$ cat src/rtl/debug_pkg.sv
// Shared constants for the debug command engine: opcodes, debug source types,
// FSM state encoding and command frame field positions.
package debug_pkg;

    localparam int OP_HI     = 31;
    localparam int OP_LO     = 26;
    localparam int TOGGLE    = 25;
    localparam int TYPE_HI   = 24;
    localparam int TYPE_LO   = 16;
    localparam int DATA_HI   = 15;
    localparam int DATA_LO   = 0;

    localparam logic [5:0] OP_START         = 6'h01;
    localparam logic [5:0] OP_RESET         = 6'h02;
    localparam logic [5:0] OP_REQ_DATA      = 6'h03;
    localparam logic [5:0] OP_LOAD_LSB      = 6'h04;
    localparam logic [5:0] OP_LOAD_MSB      = 6'h05;
    localparam logic [5:0] OP_MODE_GET      = 6'h08;
    localparam logic [5:0] OP_MODE_SET_CONT = 6'h09;
    localparam logic [5:0] OP_MODE_SET_STEP = 6'h0A;
    localparam logic [5:0] OP_ACK_DATA      = 6'h0B;
    localparam logic [5:0] OP_READ_CYCLES   = 6'h0C;
    localparam logic [5:0] OP_STEP          = 6'h20;

    localparam logic [8:0] TYPE_REG    = 9'h001;
    localparam logic [8:0] TYPE_IF_ID  = 9'h002;
    localparam logic [8:0] TYPE_ID_EX  = 9'h003;
    localparam logic [8:0] TYPE_EX_MEM = 9'h004;
    localparam logic [8:0] TYPE_MEM_WB = 9'h005;
    localparam logic [8:0] TYPE_MEM    = 9'h006;
    localparam logic [8:0] TYPE_PC     = 9'h007;

    // Sliced to NB_SELECT at the point of use.
    localparam logic [31:0] SELECT_NONE = '1;

    localparam logic MODE_CONT = 1'b0;
    localparam logic MODE_STEP = 1'b1;

    typedef enum logic [2:0] {
        ST_IDLE     = 3'd0,
        ST_RUN      = 3'd1,
        ST_STEPPING = 3'd2,
        ST_RST_HOLD = 3'd3,
        ST_SEND     = 3'd4,
        ST_WAIT_ACK = 3'd5
    } state_e;

endpackage

$ cat src/rtl/debug_command_unit_if.sv
// Frame, response and MIPS-side signals of the debug command engine.
// slave = the engine, master = MicroBlaze/MIPS side.
interface debug_command_unit_if #(
    parameter int NB_FRAME      = 32,
    parameter int NB_INSTR_ADDR = 9,
    parameter int NB_SELECT     = 6
);
    logic [NB_FRAME-1:0]      i_frame_from_blaze;
    logic [NB_FRAME-1:0]      o_frame_to_blaze;
    logic                     o_rsp_toggle;
    logic                     o_rsp_eod;
    logic [NB_FRAME-1:0]      i_frame_from_mips;
    logic                     i_eod;
    logic                     i_eop;
    logic                     o_valid;
    logic                     o_reset;
    logic                     o_instr_we;
    logic [NB_INSTR_ADDR-1:0] o_instr_addr;
    logic [31:0]              o_instr_data;
    logic [NB_SELECT-1:0]     o_request_select;
    logic                     o_req_next;

    modport slave (
        input  i_frame_from_blaze, i_frame_from_mips, i_eod, i_eop,
        output o_frame_to_blaze, o_rsp_toggle, o_rsp_eod, o_valid, o_reset,
               o_instr_we, o_instr_addr, o_instr_data, o_request_select, o_req_next
    );

    modport master (
        output i_frame_from_blaze, i_frame_from_mips, i_eod, i_eop,
        input  o_frame_to_blaze, o_rsp_toggle, o_rsp_eod, o_valid, o_reset,
               o_instr_we, o_instr_addr, o_instr_data, o_request_select, o_req_next
    );
endinterface

$ cat src/rtl/debug_select_lut.sv
// Maps a REQ_DATA type field (plus register index for REG) to a debug source select.
module debug_select_lut
    import debug_pkg::*;
#(
    parameter int NB_SELECT = 6
) (
    input  logic [8:0]           type_code,
    input  logic [4:0]           reg_index,
    output logic [NB_SELECT-1:0] select
);
    always_comb begin
        select = SELECT_NONE[NB_SELECT-1:0];
        case (type_code)
            TYPE_REG:    select = NB_SELECT'(reg_index);
            TYPE_IF_ID:  select = NB_SELECT'(6'h20);
            TYPE_ID_EX:  select = NB_SELECT'(6'h21);
            TYPE_EX_MEM: select = NB_SELECT'(6'h22);
            TYPE_MEM_WB: select = NB_SELECT'(6'h23);
            TYPE_MEM:    select = NB_SELECT'(6'h24);
            TYPE_PC:     select = NB_SELECT'(6'h25);
            default:     select = SELECT_NONE[NB_SELECT-1:0];
        endcase
    end
endmodule

$ cat src/rtl/debug_command_unit.sv
// Toggle-qualified command engine between the MicroBlaze GPIO frame and the MIPS debug fabric.
// Optional DBG_CYCLE_COUNTER_EN adds a saturating o_valid cycle counter readable by READ_CYCLES.
//   state    | meaning
//   IDLE     | waiting for a command
//   RUN      | MIPS clocked until end of program
//   STEPPING | MIPS clocked for a fixed cycle count
//   RST_HOLD | MIPS reset asserted for RESET_CYCLES
//   SEND     | capture the selected debug word and present it
//   WAIT_ACK | response presented, waiting for ACK_DATA
module debug_command_unit
    import debug_pkg::*;
#(
    parameter int NB_FRAME      = 32,
    parameter int NB_INSTR_ADDR = 9,
    parameter int NB_SELECT     = 6,
    parameter int NB_STEP       = 16,
    parameter int RESET_CYCLES  = 4
) (
    input logic             i_clock,
    input logic             i_reset,
    debug_command_unit_if.slave bus
);
    state_e                   state_q, state_d;
    logic                     mode_q, mode_d;
    logic                     tog_q;
    logic [NB_STEP-1:0]       cnt_q, cnt_d;
    logic [15:0]              lsb_q, lsb_d;
    logic                     valid_q, valid_d;
    logic                     rst_q, rst_d;
    logic                     we_q, we_d;
    logic [NB_INSTR_ADDR-1:0] addr_q, addr_d;
    logic [31:0]              data_q, data_d;
    logic [NB_SELECT-1:0]     sel_q, sel_d;
    logic                     req_next_q, req_next_d;
    logic [NB_FRAME-1:0]      rsp_q, rsp_d;
    logic                     rsp_tog_q, rsp_tog_d;
    logic                     rsp_eod_q, rsp_eod_d;

    logic [NB_FRAME-1:0]      frame;
    logic [5:0]               opcode;
    logic [8:0]               type_f;
    logic [15:0]              data_f;
    logic                     accept;
    logic                     reset_cmd;
    logic [NB_SELECT-1:0]     lut_sel;

    assign frame     = bus.i_frame_from_blaze;
    assign opcode    = frame[OP_HI:OP_LO];
    assign type_f    = frame[TYPE_HI:TYPE_LO];
    assign data_f    = frame[DATA_HI:DATA_LO];
    assign accept    = frame[TOGGLE] != tog_q;
    assign reset_cmd = accept && (opcode == OP_RESET);

    debug_select_lut #(.NB_SELECT(NB_SELECT)) u_lut (
        .type_code (type_f),
        .reg_index (data_f[4:0]),
        .select    (lut_sel)
    );

`ifdef DBG_CYCLE_COUNTER_EN
    logic [31:0] cycles_q;

    always_ff @(posedge i_clock or negedge i_reset) begin
        if (!i_reset)                        cycles_q <= '0;
        else if (reset_cmd)                  cycles_q <= '0;
        else if (valid_q && cycles_q != '1)  cycles_q <= cycles_q + 32'd1;
    end
`endif

    always_comb begin
        state_d    = state_q;
        mode_d     = mode_q;
        cnt_d      = cnt_q;
        lsb_d      = lsb_q;
        valid_d    = valid_q;
        rst_d      = rst_q;
        we_d       = 1'b0;
        addr_d     = addr_q;
        data_d     = data_q;
        sel_d      = sel_q;
        req_next_d = 1'b0;
        rsp_d      = rsp_q;
        rsp_tog_d  = rsp_tog_q;
        rsp_eod_d  = rsp_eod_q;

        // RESET overrides everything, including a simultaneous i_eop.
        if (reset_cmd) begin
            state_d = ST_RST_HOLD;
            cnt_d   = NB_STEP'(RESET_CYCLES - 1);
            rst_d   = 1'b1;
            valid_d = 1'b0;
            sel_d   = SELECT_NONE[NB_SELECT-1:0];
        end else begin
            case (state_q)
                ST_IDLE: if (accept) begin
                    case (opcode)
                        OP_START: if (mode_q == MODE_CONT) begin
                            valid_d = 1'b1;
                            state_d = ST_RUN;
                        end
                        OP_STEP: if (mode_q == MODE_STEP) begin
                            valid_d = 1'b1;
                            cnt_d   = (data_f == '0) ? '0 : NB_STEP'(data_f) - NB_STEP'(1);
                            state_d = ST_STEPPING;
                        end
                        OP_MODE_SET_CONT: mode_d = MODE_CONT;
                        OP_MODE_SET_STEP: mode_d = MODE_STEP;
                        OP_LOAD_LSB:      lsb_d  = data_f;
                        OP_LOAD_MSB: begin
                            we_d   = 1'b1;
                            addr_d = frame[NB_INSTR_ADDR+15:16];
                            data_d = {data_f, lsb_q};
                        end
                        OP_REQ_DATA: begin
                            sel_d   = lut_sel;
                            state_d = ST_SEND;
                        end
                        OP_MODE_GET: begin
                            rsp_d     = '0;
                            rsp_d[0]  = mode_q;
                            rsp_eod_d = 1'b1;
                            rsp_tog_d = ~rsp_tog_q;
                            state_d   = ST_WAIT_ACK;
                        end
`ifdef DBG_CYCLE_COUNTER_EN
                        OP_READ_CYCLES: begin
                            rsp_d     = NB_FRAME'(cycles_q);
                            rsp_eod_d = 1'b1;
                            rsp_tog_d = ~rsp_tog_q;
                            state_d   = ST_WAIT_ACK;
                        end
`endif
                        default: ;
                    endcase
                end
                ST_RUN: if (bus.i_eop) begin
                    valid_d = 1'b0;
                    state_d = ST_IDLE;
                end
                ST_STEPPING: begin
                    if (bus.i_eop || cnt_q == '0) begin
                        valid_d = 1'b0;
                        state_d = ST_IDLE;
                    end else begin
                        cnt_d = cnt_q - NB_STEP'(1);
                    end
                end
                ST_RST_HOLD: begin
                    if (cnt_q == '0) begin
                        rst_d   = 1'b0;
                        state_d = ST_IDLE;
                    end else begin
                        cnt_d = cnt_q - NB_STEP'(1);
                    end
                end
                ST_SEND: begin
                    rsp_d     = bus.i_frame_from_mips;
                    rsp_eod_d = bus.i_eod;
                    rsp_tog_d = ~rsp_tog_q;
                    state_d   = ST_WAIT_ACK;
                end
                ST_WAIT_ACK: begin
                    // After o_req_next the source needs one cycle to present its next word.
                    if (req_next_q) begin
                        state_d = ST_SEND;
                    end else if (accept && opcode == OP_ACK_DATA) begin
                        if (rsp_eod_q) begin
                            sel_d   = SELECT_NONE[NB_SELECT-1:0];
                            state_d = ST_IDLE;
                        end else begin
                            req_next_d = 1'b1;
                        end
                    end
                end
                default: state_d = ST_IDLE;
            endcase
        end
    end

    always_ff @(posedge i_clock or negedge i_reset) begin
        if (!i_reset) begin
            state_q    <= ST_IDLE;
            mode_q     <= MODE_CONT;
            tog_q      <= 1'b0;
            cnt_q      <= '0;
            lsb_q      <= '0;
            valid_q    <= 1'b0;
            rst_q      <= 1'b0;
            we_q       <= 1'b0;
            addr_q     <= '0;
            data_q     <= '0;
            sel_q      <= SELECT_NONE[NB_SELECT-1:0];
            req_next_q <= 1'b0;
            rsp_q      <= '0;
            rsp_tog_q  <= 1'b0;
            rsp_eod_q  <= 1'b0;
        end else begin
            state_q    <= state_d;
            mode_q     <= mode_d;
            tog_q      <= frame[TOGGLE];
            cnt_q      <= cnt_d;
            lsb_q      <= lsb_d;
            valid_q    <= valid_d;
            rst_q      <= rst_d;
            we_q       <= we_d;
            addr_q     <= addr_d;
            data_q     <= data_d;
            sel_q      <= sel_d;
            req_next_q <= req_next_d;
            rsp_q      <= rsp_d;
            rsp_tog_q  <= rsp_tog_d;
            rsp_eod_q  <= rsp_eod_d;
        end
    end

    assign bus.o_frame_to_blaze = rsp_q;
    assign bus.o_rsp_toggle     = rsp_tog_q;
    assign bus.o_rsp_eod        = rsp_eod_q;
    assign bus.o_valid          = valid_q;
    assign bus.o_reset          = rst_q;
    assign bus.o_instr_we       = we_q;
    assign bus.o_instr_addr     = addr_q;
    assign bus.o_instr_data     = data_q;
    assign bus.o_request_select = sel_q;
    assign bus.o_req_next       = req_next_q;

endmodule
$ cat src/flat_wrapper.sv
// flat-port wrapper written by rule: the top's interface ports become plain ports
module debug_command_unit_flat import debug_pkg::*;
#(
    parameter int NB_FRAME      = 32,
    parameter int NB_INSTR_ADDR = 9,
    parameter int NB_SELECT     = 6,
    parameter int NB_STEP       = 16,
    parameter int RESET_CYCLES  = 4
)
  (i_clock, i_reset, bus_i_frame_from_blaze, bus_i_frame_from_mips, bus_i_eod, bus_i_eop, bus_o_frame_to_blaze, bus_o_rsp_toggle, bus_o_rsp_eod, bus_o_valid, bus_o_reset, bus_o_instr_we, bus_o_instr_addr, bus_o_instr_data, bus_o_request_select, bus_o_req_next);
  debug_command_unit_if #(.NB_FRAME(NB_FRAME), .NB_INSTR_ADDR(NB_INSTR_ADDR), .NB_SELECT(NB_SELECT)) bus_i ();
  input logic i_clock;
  input logic i_reset;
  input wire logic [$bits(bus_i.i_frame_from_blaze)-1:0] bus_i_frame_from_blaze;
  input wire logic [$bits(bus_i.i_frame_from_mips)-1:0] bus_i_frame_from_mips;
  input wire logic [$bits(bus_i.i_eod)-1:0] bus_i_eod;
  input wire logic [$bits(bus_i.i_eop)-1:0] bus_i_eop;
  output wire logic [$bits(bus_i.o_frame_to_blaze)-1:0] bus_o_frame_to_blaze;
  output wire logic [$bits(bus_i.o_rsp_toggle)-1:0] bus_o_rsp_toggle;
  output wire logic [$bits(bus_i.o_rsp_eod)-1:0] bus_o_rsp_eod;
  output wire logic [$bits(bus_i.o_valid)-1:0] bus_o_valid;
  output wire logic [$bits(bus_i.o_reset)-1:0] bus_o_reset;
  output wire logic [$bits(bus_i.o_instr_we)-1:0] bus_o_instr_we;
  output wire logic [$bits(bus_i.o_instr_addr)-1:0] bus_o_instr_addr;
  output wire logic [$bits(bus_i.o_instr_data)-1:0] bus_o_instr_data;
  output wire logic [$bits(bus_i.o_request_select)-1:0] bus_o_request_select;
  output wire logic [$bits(bus_i.o_req_next)-1:0] bus_o_req_next;
  assign bus_i.i_frame_from_blaze = bus_i_frame_from_blaze;
  assign bus_i.i_frame_from_mips = bus_i_frame_from_mips;
  assign bus_i.i_eod = bus_i_eod;
  assign bus_i.i_eop = bus_i_eop;
  assign bus_o_frame_to_blaze = bus_i.o_frame_to_blaze;
  assign bus_o_rsp_toggle = bus_i.o_rsp_toggle;
  assign bus_o_rsp_eod = bus_i.o_rsp_eod;
  assign bus_o_valid = bus_i.o_valid;
  assign bus_o_reset = bus_i.o_reset;
  assign bus_o_instr_we = bus_i.o_instr_we;
  assign bus_o_instr_addr = bus_i.o_instr_addr;
  assign bus_o_instr_data = bus_i.o_instr_data;
  assign bus_o_request_select = bus_i.o_request_select;
  assign bus_o_req_next = bus_i.o_req_next;
  debug_command_unit #(.NB_FRAME(NB_FRAME), .NB_INSTR_ADDR(NB_INSTR_ADDR), .NB_SELECT(NB_SELECT), .NB_STEP(NB_STEP), .RESET_CYCLES(RESET_CYCLES)) u_core (.i_clock(i_clock), .i_reset(i_reset), .bus(bus_i));
endmodule
$ cat config.mk
export PLATFORM = sky130hd
export DESIGN_NAME = debug_command_unit_flat
export DESIGN_NICKNAME = d
export VERILOG_FILES = /design/src/rtl/debug_pkg.sv /design/src/rtl/debug_command_unit_if.sv /design/src/rtl/debug_select_lut.sv /design/src/rtl/debug_command_unit.sv /design/src/flat_wrapper.sv
export SDC_FILE = /design/constraint.sdc
export NUM_CORES = 1
export LEC_CHECK = 0
export ABC_CLOCK_PERIOD_IN_PS = 5800
export CAP_MARGIN = 15
export CELL_PAD_IN_SITES_DETAIL_PLACEMENT = 2
export CELL_PAD_IN_SITES_GLOBAL_PLACEMENT = 2
export CORE_UTILIZATION = 33
export CTS_CLUSTER_SIZE = 8
export DETAILED_ROUTE_END_ITERATION = 12
export PLACE_DENSITY = 0.95
export SLEW_MARGIN = 20
export SYNTH_ARGS = -nofsm -noshare
export SYNTH_HDL_FRONTEND = slang
export SYNTH_SLANG_ARGS = --single-unit
$ cat constraint.sdc
create_clock -name i_clock -period 5.8 [get_ports i_clock]
set_input_delay 0.58 -clock i_clock [delete_from_list [all_inputs] [get_ports i_clock]]
set_output_delay 0.58 -clock i_clock [all_outputs]
set_load 0.01 [all_outputs]
After elaboration in Yosys (flattened, before gate mapping)
Cells that the tools add are included.
Widths: inputs -> output; s select.
{"block": "word_totals", "regBits": 122, "latch_bits": 0, "ramBits": 0, "mem_bits_ro": 0, "inputBits": 68, "output_inout_bits": 85, "elab_cells": 142, "mem_count": 0}
{"block": "classes", "addsub": 2, "n_mul": 0, "div_mod_pow": 0, "order_cmp": 0, "eq_ne": 43, "shifts": 0, "n_mux": 58, "n_bitwise": 2, "n_reduce_logical": 22}
{"operator": "$mux 16", "count": 7}
{"operator": "$mux 32", "count": 2}
{"operator": "$pmux 32 s2", "count": 1}
{"operator": "$pmux 16 s3", "count": 1}
{"operator": "$pmux 6 s7", "count": 1}
{"operator": "$eq 9x3->1 const B", "count": 4}
{"operator": "$mux 6", "count": 6}
{"operator": "$logic_not 16->1", "count": 2}
{"operator": "$sub 16x1->16 const B", "count": 2}
{"operator": "$mux 3", "count": 10}
{"operator": "$eq 6x4->1 const B", "count": 4}
{"operator": "$mux 1", "count": 22}
{"operator": "$eq 9x2->1 const B", "count": 2}
{"operator": "$ne 3x1->1 const B", "count": 6}
{"operator": "$pmux 3 s6", "count": 1}
{"operator": "$reduce_and 4->1", "count": 4}
{"operator": "$ne 3x2->1 const B", "count": 5}
{"operator": "$eq 6x2->1 const B", "count": 2}
{"operator": "$eq 6x3->1 const B", "count": 2}
{"operator": "$pmux 3 s4", "count": 1}
{"operator": "$pmux 6 s2", "count": 1}
{"operator": "$reduce_and 6->1", "count": 2}
{"operator": "$eq 9x1->1 const B", "count": 1}
{"operator": "$reduce_and 9->1", "count": 1}
{"operator": "25 further kinds", "count": 37}

Depth between registers and ports, before layout
Gate-level depths: netlist (run 1).
{"block": "logic_depth", "depth_word": 7, "mapped_depth": 9, "mapped_depth_nobuf": 8}

Cells and area by module
Synthesis (run 1) repeated with hierarchy kept, for this count alone.
{"block": "hier_totals", "cells_unflattened": 662, "area_unflattened_um2": 5980.7}
{"mod": "debug_command_unit", "instances": 1, "cells_per_inst": 645, "area_each_um2": 5849.4, "seq_area_each_um2": 3060.4}
{"mod": "debug_select_lut", "instances": 1, "cells_per_inst": 17, "area_each_um2": 131.4, "seq_area_each_um2": 0.0}

Worst setup path before layout (run 1)
OpenSTA, ideal clock, no wires.
{"block": "synth_timing", "path_kind": "in2reg", "startpoint": "input bus_i_frame_from_blaze[27]", "endpoint": "register u_core.cnt_q[11]", "setup_time_ns": 0.121, "t_arrival_ns": 2.210, "required_time_ns": 5.679, "slack_ns": 3.469, "cell_stages": 6, "path_buffers": 2, "path_cell_list": "buf_2 -> or3b_1 -> nor4b_4 -> clkbuf_1 -> o21ai_1 -> a22o_1"}
{"block": "synth_via", "elab_chain_cells": 4, "elab_cells_between_ends": 11, "classes_between": "eq/ne (7); mux (1); reduce/logical (3)"}
{"element": "start, declared", "line_no": "flat_wrapper.sv:14", "source": "input wire logic [$bits(bus_i.i_frame_from_blaze)-1:0] bus_i_frame_from_blaze;"}
{"element": "$eq 6x2->1", "line_no": "debug_command_unit.sv:52", "source": "assign reset_cmd = accept && (opcode == OP_RESET);"}
{"element": "$logic_and 1x1->1", "line_no": "debug_command_unit.sv:52"}
{"element": "$ne 3x2->1 (no line), or another cell as far along"}
{"element": "$reduce_and 6->1 (no line)"}
{"element": "end signal, assigned", "line_no": "debug_command_unit.sv:201", "source": "cnt_q <= cnt_d;"}
{"element": "end, declared", "line_no": "debug_command_unit.sv:26", "source": "logic [NB_STEP-1:0] cnt_q, cnt_d;"}
Several ways; a longest one is shown, not always the timed one.
A chain may end at the register's enable or synchronous reset.

Worst setup path after layout (run 1)
{"block": "layout_timing", "startpoint": "input bus_i_frame_from_blaze[26]", "endpoint": "register u_core.cnt_q[12]"}
The elaborated chain is that of the path after synthesis.

==> impl_metrics.ini, run 1 <==
[pwr]
clkPwrFrac = 0.316
power_density_nw_per_um2 = 464
p_int_uw = 2460
power_frac_seq = 0.346
irDropWorstVdd_v = 0.000287
total_power_uw = 3840
combPwrFrac = 0.338
switching_share = 0.360
p_sw_uw = 1380
leakage_uw = 0.00366

[route]
first_pass_iters = 4
drtIter0Drc = 373
ant_nets = 0
remaining_drc_errors = 0
wl_per_cell_um = 27.1
viasPerCell = 5.63
vias = 5327
wirelength_um = 25700

[yosys]
ys.flop_type = dfrtp_1
yosys-top-cells-area = dfrtp_1, mux2_1, nand2_1, nand3_1, dfstp_2
synth.distinct_cells = 66
synth_edf_count = 0
synth-seq-cells = 122
yosysTopAreaCell = dfrtp_1
netlist_instances = 560
synthArstFlopShare = 1.00
syn_avg_cell_area_um2 = 10.5
syn_nets = 631
yosys_warnings = 0
netlist.area_leader.share = 0.494
synth_seq_area_share = 0.520
synth_area_um2 = 5880

[placement]
dp_slack_ns = 1.63
gp_congestion = 0.833
dp_hpwl_um = 15600
io_buffers = 152

[grt]
grt_pass1_vias = 6145
top_usage_layer = met2
grt_pass1_wl_um = 39200
antenna_found_initial = 1
grt_remaining_overflow = 0
grtUsageMet2 = 0.507
use_met3 = 0.0621
grtUsageMet1 = 0.351
grt_max_degree = 77
track_usage = 0.291

[cts]
cts_resized = 0
clockRootBuffer = clkbuf_16
cts_made_buffers = 17
holdBufCountCts = 0
clkTransAtPathRegs_ns = 0.07
cts_setup_buffers = 0
clockBufferDepth = 2
cts.sinks = 122
insertion_delay_ns = 0.43
cts_tree = done
ctsHtreeMaxLevel = 4

[timing]
relSlewSlack = 0.314
fin_ws_ns = 2.40
worst_slew_pin_slew_ns = 1.03
fmax_ghz = 0.294
period_share = 0.587
finalSetupViolCount = 0
fin_crit_ns = 3.40
slew_viol_final = 0
finalHoldViolations = 0
tns_ns = 0
fin_skew_ns = 0.0136
grt_setup_unrepaired = no

[final_layout]
syn2layout_area_growth_pct = 40.8
regArea_um2 = 3060
n_fill_cell = 1740
multi_input_area_um2 = 2690
final_nets = 779
final_common_cell = clkdlybuf4s50_1
drive_gt1_frac = 0.0985
layout_common_cells = clkdlybuf4s50_1, dfrtp_1, nand2_1, mux2_1, nand3_1

[run]
drv_cap = 0

[critical_path]
critPathMostFrequentCell = a41oi_1
slowest_stage = clkdlybuf4s50_1
required_ns = 6.10
path_cells = clkdlybuf4s50_1 > nor4b_1 > a41oi_1 > a41oi_1 > o21a_1 > nor2_4 > a221o_1
critPathArrivalTime_ns = 3.71
startpoint_type = input pin
critPathKind = input pin to flip-flop
worstPathMaxFanout = 15
crit_family = compound AO/OA/AOI/OAI gates
end_kind = flip-flop
cp_slowest_stage_delay_ns = 0.80
path_buf_inv = 1

[run_status]
status = finished, final reports clean

[floorplan]
die_h_um = 135
dieArea_um2 = 18400
rows = 48
io_pins = 153
die_x_um = 135
coreArea_um2 = 17400
start_util = 0.339

[worst_hold_path]
worstHoldPathType = input pin to asynchronous set/reset pin
[final timing paths]
kind                       cells past startpoint  slack, ns                             end                      startpoint
max                                            7       2.40                u_core.cnt_q[12]      bus_i_frame_from_blaze[26]
min                                            1       0.18     u_core.bus.o_instr_data[24]                         i_reset
max reg2reg                                    6       2.66                u_core.cnt_q[12]               u_core.state_q[2]
min reg2reg                                    2       0.48  u_core.bus.o_frame_to_blaze[3]  u_core.bus.o_frame_to_blaze[3]
max in group asynchronous                      2       4.10                 u_core.lsb_q[7]                         i_reset
min in group i_clock                           2       0.48  u_core.bus.o_frame_to_blaze[3]  u_core.bus.o_frame_to_blaze[3]
[through the flow]
| step | cell area, µm² | cells | hold slack [ns] | utilization |
|---|---|---|---|---|
| finish | 8280 | 947 | 0.178 | 0.477 |
| global route | 8280 | 947 | 0.211 | 0.477 |
| CTS | 8250 | 945 | 0.201 | 0.475 |
| detailed placement | 7590 | 913 | 0.464 | 0.438 |
| global placement | 7590 | 913 | 0.450 | 0.438 |
| floorplan | 5880 | 560 | 0.284 | - |
[logic make-up after synthesis]
group           Yosys count  synth area share
xor+xnor                 19            0.0283
buf+inv                  37            0.0272
compound gates           85            0.0966
mux                      63             0.120
flops                   122             0.520
fa+ha+maj                 3           0.00638
simple gates            231             0.201
[Yosys cell counts, drive strengths merged (3+ instances only)]
master / instances
nand2b: 4
nand3b: 4
nor3b: 3
or3: 4
or2: 3
a22o: 9
a41oi: 3
nor3: 13
dfstp: 6
nor4b: 4
nand3: 44
or4: 5
dfrtp: 116
nand2: 97
nor2: 27
clkbuf: 15
o32ai: 4
ha: 3
a21oi: 8
xor2: 10
xnor2: 9
buf: 12
inv: 10
mux2: 60
a31oi: 5
nor2b: 3
o22ai: 9
mux2i: 3
nor4: 9
o21ai: 29
[state kept, by name, summed over array words and instances (netlist names)]
signal	count
u_core.bus.o_reset	1
u_core.bus.o_rsp_toggle	1
u_core.tog_q	1
u_core.bus.o_valid	1
u_core.bus.o_req_next	1
u_core.bus.o_instr_data	32
u_core.bus.o_instr_addr	9
u_core.bus.o_rsp_eod	1
u_core.lsb_q	16
u_core.bus.o_frame_to_blaze	32
u_core.state_q	3
u_core.bus.o_instr_we	1
u_core.bus.o_request_select	6
u_core.mode_q	1
u_core.cnt_q	16
[metal layers]
layer | wire [µm] | up-vias | part of all wire
li1 | - | 2307 | -
met1 | 10400 | 2839 | 0.41
met2 | 13600 | 133 | 0.53
met4 | 699 | 0 | 0.027
met5 | 0 | - | 0
met3 | 958 | 48 | 0.037
[power by group through the flow]
stage                     Combinational, µW  Sequential [µW]  Clock [µW]
after floorplan                         582             1320           0
after global placement                 1130             1280           0
after detailed placement               1230             1310           0
after CTS                              1290             1320        1220
after global routing                   1380             1350        1250
final                                  1300             1330        1210
[layout make-up]
| cell class | instances | area share |
|---|---|---|
| Timing Repair Buffer | 156 | 0.188 |
| Multi-Input combinational cell | 401 | 0.324 |
| Clock inverter | 14 | 0.0264 |
| Sequential cell | 122 | 0.370 |
| Tap cell | 225 | 0.0340 |
| Inverter | 10 | 0.00453 |
| Clock buffer | 18 | 0.0530 |
| Antenna cell | 1 | 0.000302 |
(Power assumes the default switching activity.)
==> run 2: changes to the inputs <==
ABC_CLOCK_PERIOD_IN_PS = 3100   (was 5800)
CORE_UTILIZATION = 27   (was 33)
PLACE_DENSITY = 0.87   (was 0.95)
clock period = 3.1 ns   (was 5.8 ns; I/O delays follow)
==> run 2 against run 1 <==
Effect of this change: non-clock buffer count grew 24; die area is 22% higher; final cell count up 7.7%; critical endpoint unchanged; sequential power increased by 82%; clock-buffer cell count is 1 higher; register-to-register slack lost 2.5 ns; setup slack lost 2.2 ns; global-route usage shrank 8.5 points; sequential share of layout area fell by 1.3 points; first-iteration DRC count decreased by 38%; hold slack better by 0.25 ns; wire length decreased by 14%.
==> impl_metrics.ini, run 2 (synthesis results as in run 1) <==
[run_status]
status = finished, final reports clean

[cts]
cts_setup_buffers = 0
cts_resized = 0
cts_tree = done
clockBufferDepth = 2
insertion_delay_ns = 0.43
cts_made_buffers = 17
ctsHtreeMaxLevel = 4
clockRootBuffer = clkbuf_16
cts.sinks = 122
clkTransAtPathRegs_ns = 0.06

[final_layout]
finalNonFillerCells = 1020
layout_common_cells = clkdlybuf4s50_1, dfrtp_1, nand2_1, mux2_1, nand3_1
diodes = 0
final_nets = 803
final_common_cell = clkdlybuf4s50_1
drive_gt1_frac = 0.122
final_core_util = 0.404
n_fill_cell = 2221
syn2layout_area_growth_pct = 45.9

[route]
remaining_drc_errors = 0
vias = 5193
ant_nets = 0
drtIter0Drc = 233
wirelength_um = 22000
wl_per_cell_um = 21.6
viasPerCell = 5.09
first_pass_iters = 4

[timing]
fmax_ghz = 0.344
finalHoldViolations = 0
finalSetupViolCount = 0
worst_slew_pin_slew_ns = 0.677
fin_skew_ns = 0.00900
slew_viol_final = 0
tns_ns = 0
period_share = 0.937
grt_setup_unrepaired = no
relSlewSlack = 0.549
fin_ws_ns = 0.195
fin_crit_ns = 2.91

[critical_path]
r2r_cells = 8
reg2reg_from = u_core.cnt_q[0]
required_ns = 3.41
startpoint_type = flip-flop
critPathArrivalTime_ns = 3.21
cp-startpoint = u_core.cnt_q[0]
end_kind = flip-flop
worstPathMaxFanout = 14
critPathKind = flip-flop to flip-flop

[placement]
io_buffers = 152
gp_congestion = 0.838
dp_hpwl_um = 14900
dp.cells = 987
dp_slack_ns = 0.298

[pwr]
irDropWorstVdd_v = 0.000431
power_density_nw_per_um2 = 833
total_power_uw = 7150
leakage_uw = 0.00380

[grt]
grt_max_degree = 52
grt_pass1_wl_um = 35000
antenna_found_initial = 0
grt_pass1_vias = 6066
grt_remaining_overflow = 0
track_usage = 0.207

[floorplan]
rows = 53
dieArea_um2 = 22400
coreArea_um2 = 21200
die_x_um = 150
die_h_um = 150
io_pins = 153
start_util = 0.277

[worst_hold_path]
worstHoldPathType = input pin to flip-flop
min-delay-start = bus_i_frame_from_blaze[25]
min_path_cells = 1

[run]
drv_cap = 0
-- run 2: cell count changes in the layout (fill, tap and decap cells not counted), moves of 2 or more --
cell,previous run,this run
buf_4,4,24
buf_12,0,4
clkinv_2,2,0
inv_6,1,3
clkinv_4,4,2
-- run 2: critical path: stages, from the launching register on --
cell       delay [ns]
dfrtp_1          0.44
inv_1            0.12
ha_1             0.24
nand2b_1         0.13
nor4_4           0.05
a2111oi_1        0.65
o21a_1           0.63
nor2_4           0.14
a221o_1          0.38
-- run 2: cell type report --
class | count | area, µm² | share of cell area
Clock inverter | 13 | 239 | 0.0279
Multi-Input combinational cell | 401 | 2670 | 0.312
Timing Repair Buffer | 180 | 1780 | 0.208
Tap cell | 275 | 344 | 0.0401
Clock buffer | 19 | 443 | 0.0516
Inverter | 10 | 37.5 | 0.00438
Sequential cell | 122 | 3060 | 0.357
-- run 2: final timing paths --
kind,slack (ns),to
setup / recovery,0.19,u_core.cnt_q[12]
hold / removal,0.42,u_core.tog_q
setup reg to reg,0.19,u_core.cnt_q[12]
hold reg to reg,0.47,u_core.bus.o_frame_to_blaze[13]
max in group asynchronous,1.81,u_core.bus.o_request_select[2]
min in group asynchronous,0.46,u_core.bus.o_instr_data[15]
-- run 2: what timing repair did --
item	4_1_cts	5_1_grt
hold buffers	1	0
hold endpoints to repair	49	0
endpoints found under the setup margin	0	0
-- run 2: metrics by stage --
stage / area, µm² / hold WS [ns]
3_3_place_gp: 7890 / 0.386
2_1_floorplan: 5880 / 0.0144
5_1_grt: 8580 / 0.420
3_5_place_dp: 7890 / 0.391
4_1_cts: 8580 / 0.410
6_report: 8580 / 0.423
-- run 2: routing by layer --
layer | share of wire | vias to the layer above | global-route usage
met3 | 0.034 | 40 | 0.0485
met1 | 0.43 | 2684 | 0.251
met5 | 0 | - | 0
met4 | 0.029 | 0 | 0.0791
li1 | - | 2356 | -
met2 | 0.51 | 113 | 0.353
-- run 2: where the power goes --
group	internal (µW)	switching, µW
Sequential	2050	373
Clock	1540	806
Combinational	1150	1230
Total	4740	2410
